--- src/rtl/dm163_frame_tx_if.sv ---
// Word handshake between an upstream frame buffer and the DM163 frame transmitter.
// Latency: none (plain signal bundle).
// Backpressure: valid/ready; a word moves only in a cycle where both are high.
//
// Ports (via modports):
//   master - drives word_in/word_valid, observes word_ready (frame buffer side)
//   slave  - observes word_in/word_valid, drives word_ready (transmitter side)
interface dm163_frame_tx_if #(
    parameter int WORD_W = 8
);
    logic [WORD_W-1:0] word_in;
    logic              word_valid;
    logic              word_ready;

    modport master (
        output word_in,
        output word_valid,
        input  word_ready
    );

    modport slave (
        input  word_in,
        input  word_valid,
        output word_ready
    );
endinterface

--- src/rtl/dm163_frame_tx.sv ---
// Serial frame transmitter for the DM163 colour-shield driver: shifts N_WORDS words
//   of WORD_W bits out on s_clk/s_sda, then strobes latch low and pulses frame_done.
// Latency: frame_done in cycle 1 + N_WORDS*(1 + 2*HALF_PERIOD*WORD_W) + LATCH_CYCLES after start.
// Backpressure: word_ready only in LOAD; a missing word stalls with s_clk held low.
//
// Ports:
//   clk, rst_n  - system clock, asynchronous active-low reset
//   start       - frame request, honoured only in IDLE
//   up          - word handshake (word_in / word_valid / word_ready), slave side
//   busy        - high in every state except IDLE
//   s_clk,s_sda - serial clock and data to the DM163 (sampled on s_clk rising edge)
//   latch       - active-low latch strobe, LATCH_CYCLES long after the last bit
//   frame_done  - one-cycle pulse at the end of each completed frame
//
// Build option: define DM163_TX_LSB_FIRST_EN to shift each word LSB first
// (default is MSB first). Timing and handshake are identical either way.
module dm163_frame_tx #(
    parameter int WORD_W       = 8,
    parameter int N_WORDS      = 24,
    parameter int HALF_PERIOD  = 3,
    parameter int LATCH_CYCLES = 2
) (
    input  logic                  clk,
    input  logic                  rst_n,
    input  logic                  start,
    dm163_frame_tx_if.slave       up,
    output logic                  busy,
    output logic                  s_clk,
    output logic                  s_sda,
    output logic                  latch,
    output logic                  frame_done
);

    // One timer serves both the s_clk half periods and the latch pulse.
    localparam int TMAX = (HALF_PERIOD > LATCH_CYCLES) ? HALF_PERIOD : LATCH_CYCLES;
    localparam int TW   = $clog2(TMAX + 1);
    localparam int BW   = $clog2(WORD_W + 1);
    localparam int NW   = $clog2(N_WORDS + 1);

    typedef enum logic [2:0] {
        S_IDLE,
        S_LOAD,
        S_LOW,
        S_HIGH,
        S_LATCH,
        S_DONE
    } state_t;

    state_t             state;
    state_t             state_nxt;

    logic [TW-1:0]      tmr;
    logic [BW-1:0]      bit_cnt;
    logic [NW-1:0]      word_cnt;
    logic [WORD_W-1:0]  shreg;
    logic [WORD_W-1:0]  shreg_nxt;
    logic               sda_q;

    // Strobes from the FSM into the datapath.
    logic               clr_words;
    logic               load_word;
    logic               bit_done;
    logic               shift_bit;

    logic               half_end;
    logic               latch_end;
    logic               last_bit;
    logic               last_word;

    assign half_end  = (tmr == TW'(HALF_PERIOD - 1));
    assign latch_end = (tmr == TW'(LATCH_CYCLES - 1));
    assign last_bit  = (bit_cnt == BW'(1));
    // word_cnt counts accepted words, so it equals N_WORDS while the final word shifts.
    assign last_word = (word_cnt == NW'(N_WORDS));

`ifdef DM163_TX_LSB_FIRST_EN
    assign shreg_nxt = shreg >> 1;
`else
    assign shreg_nxt = shreg << 1;
`endif

    //------------------------------------------------------------------
    // State register
    //------------------------------------------------------------------
    always_ff @(posedge clk or negedge rst_n) begin
        if (!rst_n) begin
            state <= S_IDLE;
        end else begin
            state <= state_nxt;
        end
    end

    //------------------------------------------------------------------
    // Next state and datapath strobes
    //------------------------------------------------------------------
    always_comb begin
        state_nxt = state;
        clr_words = 1'b0;
        load_word = 1'b0;
        bit_done  = 1'b0;
        shift_bit = 1'b0;

        case (state)
            S_IDLE: begin
                if (start) begin
                    clr_words = 1'b1;
                    state_nxt = S_LOAD;
                end
            end

            S_LOAD: begin
                if (up.word_valid) begin
                    load_word = 1'b1;
                    state_nxt = S_LOW;
                end
            end

            S_LOW: begin
                if (half_end) begin
                    state_nxt = S_HIGH;
                end
            end

            S_HIGH: begin
                if (half_end) begin
                    bit_done = 1'b1;
                    if (!last_bit) begin
                        shift_bit = 1'b1;
                        state_nxt = S_LOW;
                    end else if (last_word) begin
                        state_nxt = S_LATCH;
                    end else begin
                        state_nxt = S_LOAD;
                    end
                end
            end

            S_LATCH: begin
                if (latch_end) begin
                    state_nxt = S_DONE;
                end
            end

            S_DONE: begin
                // start is deliberately not looked at here; a new frame needs IDLE.
                state_nxt = S_IDLE;
            end

            default: begin
                state_nxt = S_IDLE;
            end
        endcase
    end

    //------------------------------------------------------------------
    // Phase timer: restarts on every state change, runs only in timed states.
    //------------------------------------------------------------------
    always_ff @(posedge clk or negedge rst_n) begin
        if (!rst_n) begin
            tmr <= '0;
        end else if (state_nxt != state) begin
            tmr <= '0;
        end else if ((state == S_LOW) || (state == S_HIGH) || (state == S_LATCH)) begin
            tmr <= tmr + TW'(1);
        end
    end

    //------------------------------------------------------------------
    // Word/bit counters, shift register and serial data
    //------------------------------------------------------------------
    always_ff @(posedge clk or negedge rst_n) begin
        if (!rst_n) begin
            word_cnt <= '0;
            bit_cnt  <= '0;
            shreg    <= '0;
            sda_q    <= 1'b0;
        end else begin
            if (clr_words) begin
                word_cnt <= '0;
            end

            if (load_word) begin
                shreg    <= up.word_in;
                bit_cnt  <= BW'(WORD_W);
                word_cnt <= word_cnt + NW'(1);
`ifdef DM163_TX_LSB_FIRST_EN
                sda_q    <= up.word_in[0];
`else
                sda_q    <= up.word_in[WORD_W-1];
`endif
            end

            if (bit_done) begin
                bit_cnt <= bit_cnt - BW'(1);
                if (shift_bit) begin
                    shreg <= shreg_nxt;
`ifdef DM163_TX_LSB_FIRST_EN
                    sda_q <= shreg_nxt[0];
`else
                    sda_q <= shreg_nxt[WORD_W-1];
`endif
                end else begin
                    // Word finished: park data low while loading or latching.
                    sda_q <= 1'b0;
                end
            end
        end
    end

    //------------------------------------------------------------------
    // Outputs: decoded from the state register or straight from a flop,
    // so nothing on the input side reaches an output in the same cycle.
    //------------------------------------------------------------------
    assign up.word_ready = (state == S_LOAD);
    assign busy          = (state != S_IDLE);
    assign s_clk         = (state == S_HIGH);
    assign s_sda         = sda_q;
    assign latch         = (state != S_LATCH);
    assign frame_done    = (state == S_DONE);

endmodule
--- src/flat_wrapper.sv ---
// flat-port wrapper written by rule: the top's interface ports become plain ports
module dm163_frame_tx_flat 
#(
    parameter int WORD_W       = 8,
    parameter int N_WORDS      = 24,
    parameter int HALF_PERIOD  = 3,
    parameter int LATCH_CYCLES = 2
)
  (clk, rst_n, start, busy, s_clk, s_sda, latch, frame_done, up_word_in, up_word_valid, up_word_ready);
  dm163_frame_tx_if #(.WORD_W(WORD_W)) up_i ();
  input  logic clk;
  input  logic rst_n;
  input  logic start;
  output logic busy;
  output logic s_clk;
  output logic s_sda;
  output logic latch;
  output logic frame_done;
  input wire logic [$bits(up_i.word_in)-1:0] up_word_in;
  input wire logic [$bits(up_i.word_valid)-1:0] up_word_valid;
  output wire logic [$bits(up_i.word_ready)-1:0] up_word_ready;
  assign up_i.word_in = up_word_in;
  assign up_i.word_valid = up_word_valid;
  assign up_word_ready = up_i.word_ready;
  dm163_frame_tx #(.WORD_W(WORD_W), .N_WORDS(N_WORDS), .HALF_PERIOD(HALF_PERIOD), .LATCH_CYCLES(LATCH_CYCLES)) u_core (.clk(clk), .rst_n(rst_n), .start(start), .up(up_i), .busy(busy), .s_clk(s_clk), .s_sda(s_sda), .latch(latch), .frame_done(frame_done));
endmodule
--- config.mk ---
export PLATFORM = sky130hd
export DESIGN_NAME = dm163_frame_tx_flat
export DESIGN_NICKNAME = d
export VERILOG_FILES = /design/src/rtl/dm163_frame_tx_if.sv /design/src/rtl/dm163_frame_tx.sv /design/src/flat_wrapper.sv
export SDC_FILE = /design/constraint.sdc
export NUM_CORES = 1
export LEC_CHECK = 0
export ABC_AREA = 1
export ABC_CLOCK_PERIOD_IN_PS = 3000
export CAP_MARGIN = 0
export CORE_UTILIZATION = 41
export CTS_CLUSTER_SIZE = 14
export DETAILED_ROUTE_END_ITERATION = 16
export SLEW_MARGIN = 40
export SYNTH_ARGS = -nofsm -noshare
export SYNTH_HDL_FRONTEND = slang
export SYNTH_SLANG_ARGS = --single-unit
export TNS_END_PERCENT = 1
--- constraint.sdc ---
create_clock -name clk -period 3 [get_ports clk]
set_clock_uncertainty 0.1 [all_clocks]
set_input_delay 0.3 -clock clk [delete_from_list [all_inputs] [get_ports clk]]
set_output_delay 0.3 -clock clk [all_outputs]
set_load 0.005 [all_outputs]
### After elaboration in Yosys (flattened, before gate mapping)

Index checks and enable logic that the tools add are counted.

* register bits: 23
* output and inout bits: 6

* add/sub/neg operators: 3
* eq/ne operators: 11
* muxes and demuxes: 29
* reduce and logical (&&, ||, !) cells: 7

Operators by type and width (number)
* 8-bit two-way mux: 3
* 3-bit two-way mux: 7
* 3-bit case mux with 5 select lines: 1
* 1-bit two-way mux: 12
* 5-bit two-way mux: 2
* 4-bit two-way mux: 2
* 3-bit by 2-bit == test with 1-bit output (second input constant): 2
* 3-bit == test (second input constant): 2
* 2-bit nonzero test: 3
* 5-bit by 1-bit adder with 5-bit output (second input constant): 1
* 5-bit == test (second input constant): 1
* 4-bit by 1-bit == test with 1-bit output (second input constant): 1
* 2-bit two-way mux: 2
* 4-bit by 1-bit subtractor with 4-bit output (second input constant): 1
* 3-bit by 1-bit == test with 1-bit output (second input constant): 1
* 3-bit logical NOT: 1
* 3-bit != test: 1
* 3-bit != test (second input constant): 1
* 3-bit nonzero test: 1
* 2-bit by 1-bit adder with 2-bit output (second input constant): 1
* 2-bit by 1-bit == test with 1-bit output (second input constant): 1
* 2-bit == test (second input constant): 1
* 1-bit logical OR: 2

### Longest topological paths before layout

* depth in word-level cells: 7
* mapped depth: 11
* mapped depth without buffers: 11

### Least setup slack after synthesis

No wires, ideal clock.

* path kind: reg-to-reg
* start point: register u_core.tmr[0]
* end point: register u_core.sda_q (netlist: u_core.s_sda)
* setup time: 0.127 ns
* arrival: 1.207 ns
* data required time: 2.773 ns
* path slack: 1.566 ns
* stages on the path, launching flop included: 9
* path buffers: 0
* cell sequence: dfrtp_1 -> inv_1 -> ha_1 -> inv_1 -> nor2_2 -> nand2_1 -> clkinv_2 -> a22oi_1 -> a21oi_1

* longest elaborated chain between the ends: 5
* elaborated cells between the ends (all ways): 8
* those cells by class: eq/ne (1); mux (6); reduce/logical (1)

RTL lines
* start, declared: RTL line dm163_frame_tx.sv:52 `logic [TW-1:0] tmr;`
* start signal, assigned: RTL line dm163_frame_tx.sv:164 `tmr <= tmr + TW'(1);`
* 2-bit == test (*): RTL line dm163_frame_tx.sv:70 `assign half_end = (tmr == TW'(HALF_PERIOD - 1));`
* 1-bit two-way mux: RTL line dm163_frame_tx.sv:125 `if (half_end) begin`
* 1-bit two-way mux: RTL line dm163_frame_tx.sv:103 `case (state)`
* 1-bit two-way mux: RTL line dm163_frame_tx.sv:195 `if (shift_bit) begin`
* 1-bit two-way mux: RTL line dm163_frame_tx.sv:193 `if (bit_done) begin`
* end signal, assigned: RTL line dm163_frame_tx.sv:189 `sda_q <= up.word_in[WORD_W-1];`
* end signal, assigned: RTL line dm163_frame_tx.sv:200 `sda_q <= shreg_nxt[WORD_W-1];`
* end, declared: RTL line dm163_frame_tx.sv:57 `logic sda_q;`

Every way passes the cells marked *; elsewhere a longest branch is shown, timed or not.
A chain may end at the register's enable or synchronous reset.

### Worst setup path after layout

* start point: register u_core.state[1]
* end point: output latch

* longest elaborated chain between the ends: 1

RTL lines
* start, declared: RTL line dm163_frame_tx.sv:49 `state_t state;`
* start signal, assigned: RTL line dm163_frame_tx.sv:89 `state <= state_nxt;`
* 3-bit != test: RTL line dm163_frame_tx.sv:218 `assign latch = (state != S_LATCH);`
* end, declared: RTL line flat_wrapper.sv:17 `output logic latch;`

No other way between the ends.

==> flow_summary.toml <==
[yosys]
ys_types = 23
syn-cell-area_um2 = 1220
synth_edf_count = 0
netlist_top_cells_count = "30 x nand2_1, 22 x dfrtp_1, 21 x inv_1"
yosysMostFrequentCell = "nand2_1"
synth-seq-cells = 22
synth_nets = 169
yosysTopAreaCellShare_pct = 45.0
ys_async_sr_fraction_pct = 100
yosys-top-cells-area = "dfrtp_1 45%, nand2_1 9.2%, o21ai_0 6.6%"
ys_warn_count = 0
synthCells = 151
synth_ff_type = "dfrtp_1"
avgSynthCellArea_um2 = 8.10
ys_seq_area_share_pct = 45.0
yosys.area.top_type = "dfrtp_1"

[drt]
drtIter0Drc = 24
top_layer = "met4"
drt-met1-wl_um = 1120
met2_length_um = 1030
dr.pass1.iters = 4
wire_per_inst_um = 11.2
wl_met3_um = 93
post_drt_via_cell_ratio = 4.89
drtAntennaViolNets = 0
wl_um = 2260
drcViolationCount = 0
via_count = 983

[worst_setup_path]
critical_path_class = "flip-flop to output port"
reg2reg_slack_ns = 1.08
crit_chain = "inv_1, nand3_1, clkdlybuf4s50_1"
reg2reg_from = "u_core.state[1]"
cp_slowest_stage_delay_ns = 0.53
worst_ep_required_time_ns = 2.60
cp_data_arrival_time_ns = 1.60
slowest_stage = "clkdlybuf4s50_1"
rr_endpoint = "u_core.s_sda"
reg2regPathDepth = 7
critPathMaxFanout = 7
cp-end-kind = "output port"
cp-start-kind = "flip-flop"

[global_route]
grt_pass1_vias = 935
grt-ovfl-total = 0
grt_pass1_wl_um = 4030
grt_usage_pct = 15.9
grt_max_degree = 23
antenna_found_initial = 0

[sta]
post-route-min-period_ns = 2.00
fin_crit_sh_pct = 66.6
worst_hold_slack_ns = 0.235
fmax_mhz = 501
hold_viol_final = 0
worstMarginPinSlew_ns = 0.453
relSlewSlack_pct = 69.8
rsz0062_at_grt = "false"
totalNegativeSetupSlack_ns = 0
finalSetupViolations = 0
slew_violations = 0

[floorplanning]
die_w_um = 56.6
die_h_um = 56.6
core_area_um2 = 2780
dieArea_um2 = 3200
std_cell_rows = 19
pin_count = 18
initial_core_util_pct = 43.9

[pwr]
swShare_pct = 40.1
leakagePower_uw = 0.000661
combinationalPowerShare_pct = 45.7
ir_worst_vdd_uv = 511
p_per_area_nw_per_um2 = 796
power.switching_uw = 461
seqPwrFrac_pct = 42.5
p_int_uw = 688
p_clk_share_pct = 11.9

[cts]
ctsLongestPathBuffers = 2
cts-hold-fix-buffers = 0
cts_buffers = 3
htree_levels = 1
clk_pin_slew_ns = 0.12
insertion_delay_ns = 0.30
tritoncts = "done"
clock_sinks = 22
cts_setup_buffers = 0
cts.repair.resized = 0
root_buffer = "clkbuf_4"

[placed_design]
portBuffers = 17
gp_congestion = 0.782
dp_hpwl_um = 1700

[job]
drv_cap = 0

[run_status]
status = "complete, no violations"

[layout]
n_antenna_cell = 0
final_layout_size_suffix_gt1_share_pct = 7.65
n_fill_cell = 271
area_delta_synth_final_pct = 18.0
fin_nets = 190
final_util_pct = 51.9

[min_path]
holdCritPathClass = "input port to asynchronous set/reset pin"
-- sequential cells by signal, summed over array words and instances (netlist names) --
register	cells
u_core.shreg	7
u_core.bit_cnt	4
u_core.word_cnt	5
u_core.state	3
u_core.s_sda	1
u_core.tmr	2
-- metal layers --
layer | up-vias | track usage, %
li1 | 518 | -
met1 | 438 | 22.2
met2 | 25 | 25.4
met3 | 2 | 2.07
met4 | 0 | 5.23
met5 | - | 0
-- stage by stage --
stage / setup slack, ns / std cells / total power [µW] / area (µm²)
after floorplan: 1.57 / 151 / 875 / 1220
after global placement: 0.957 / 198 / 1010 / 1420
after detailed placement: 0.921 / 198 / 1020 / 1420
after CTS: 0.992 / 201 / 1160 / 1440
after global routing: 0.809 / 201 / 1270 / 1440
final: 1.00 / 201 / 1150 / 1440
-- cells by family (layout without fill, tap and decap cells) --
group                    count (synthesis)  count (layout)  share of synthesized area, %
AO/OA/AOI/OAI                           25              25                          11.0
AND/OR/NAND/NOR                         67              67                          24.4
buffers and inverters                   24              43                          8.39
adder cells (fa/ha/maj)                  6               6                          6.14
XOR/XNOR                                 6               6                          4.30
flip-flops                              22              22                          45.0
multiplexers                             1               1                         0.819
-- power groups by stage --
stage / sequential, µW / combinational, µW / clock (µW)
2_1_floorplan: 474 / 401 / 0
3_5_place_dp: 491 / 533 / 0
6_report: 488 / 525 / 136
5_1_grt: 506 / 615 / 151
3_3_place_gp: 490 / 525 / 0
4_1_cts: 487 / 534 / 142
-- how the worst max path moves through the flow --
stage                    start           end  slack, ns
2_1_floorplan    u_core.tmr[0]  u_core.s_sda       1.57
3_3_place_gp     up_word_valid  u_core.s_sda       0.96
3_5_place_dp     up_word_valid  u_core.s_sda       0.92
4_1_cts        u_core.state[1]         latch       0.99
5_1_grt        u_core.state[1]  u_core.s_sda       0.81
6_report       u_core.state[1]         latch       1.00
-- critical path, delay by kind of cell, from the launching register on --
| kind | cells | cell delay, ns |
|---|---|---|
| and+or+nand+nor | 1 | 0.17 |
| DFF | 1 | 0.49 |
| buffers and inverters | 2 | 0.63 |
-- cell usage in the layout, fill, tap and decap left out --
cell / Yosys / routed
nor2_2: 4 / 4
mux2i_1: 1 / 1
ha_1: 6 / 6
buf_4: 1 / 1
a22oi_1: 1 / 1
nand2_2: 1 / 1
o21ai_1: 3 / 3
dfrtp_1: 22 / 22
nand3_1: 8 / 8
clkdlybuf4s50_1: 0 / 17
a21oi_1: 1 / 1
xor2_1: 3 / 3
inv_1: 21 / 21
o31ai_1: 1 / 1
o22ai_1: 3 / 3
clkbuf_4: 0 / 3
xnor2_1: 3 / 3
o21ai_0: 16 / 16
nor3_1: 2 / 2
nand2_1: 30 / 30
clkinv_2: 1 / 1
nand3_2: 3 / 3
nor2_1: 18 / 18
nand4_1: 1 / 1
-- area by class of cell --
cell class | count | area [µm²] | area share, %
Clock buffer | 3 | 22.5 | 1.56
Timing Repair Buffer | 18 | 178 | 12.3
Multi-Input combinational cell | 105 | 569 | 39.5
Tap cell | 31 | 38.8 | 2.69
Sequential cell | 22 | 551 | 38.2
Inverter | 22 | 83.8 | 5.81
No activity file was read; power rests on OpenSTA's default activity.
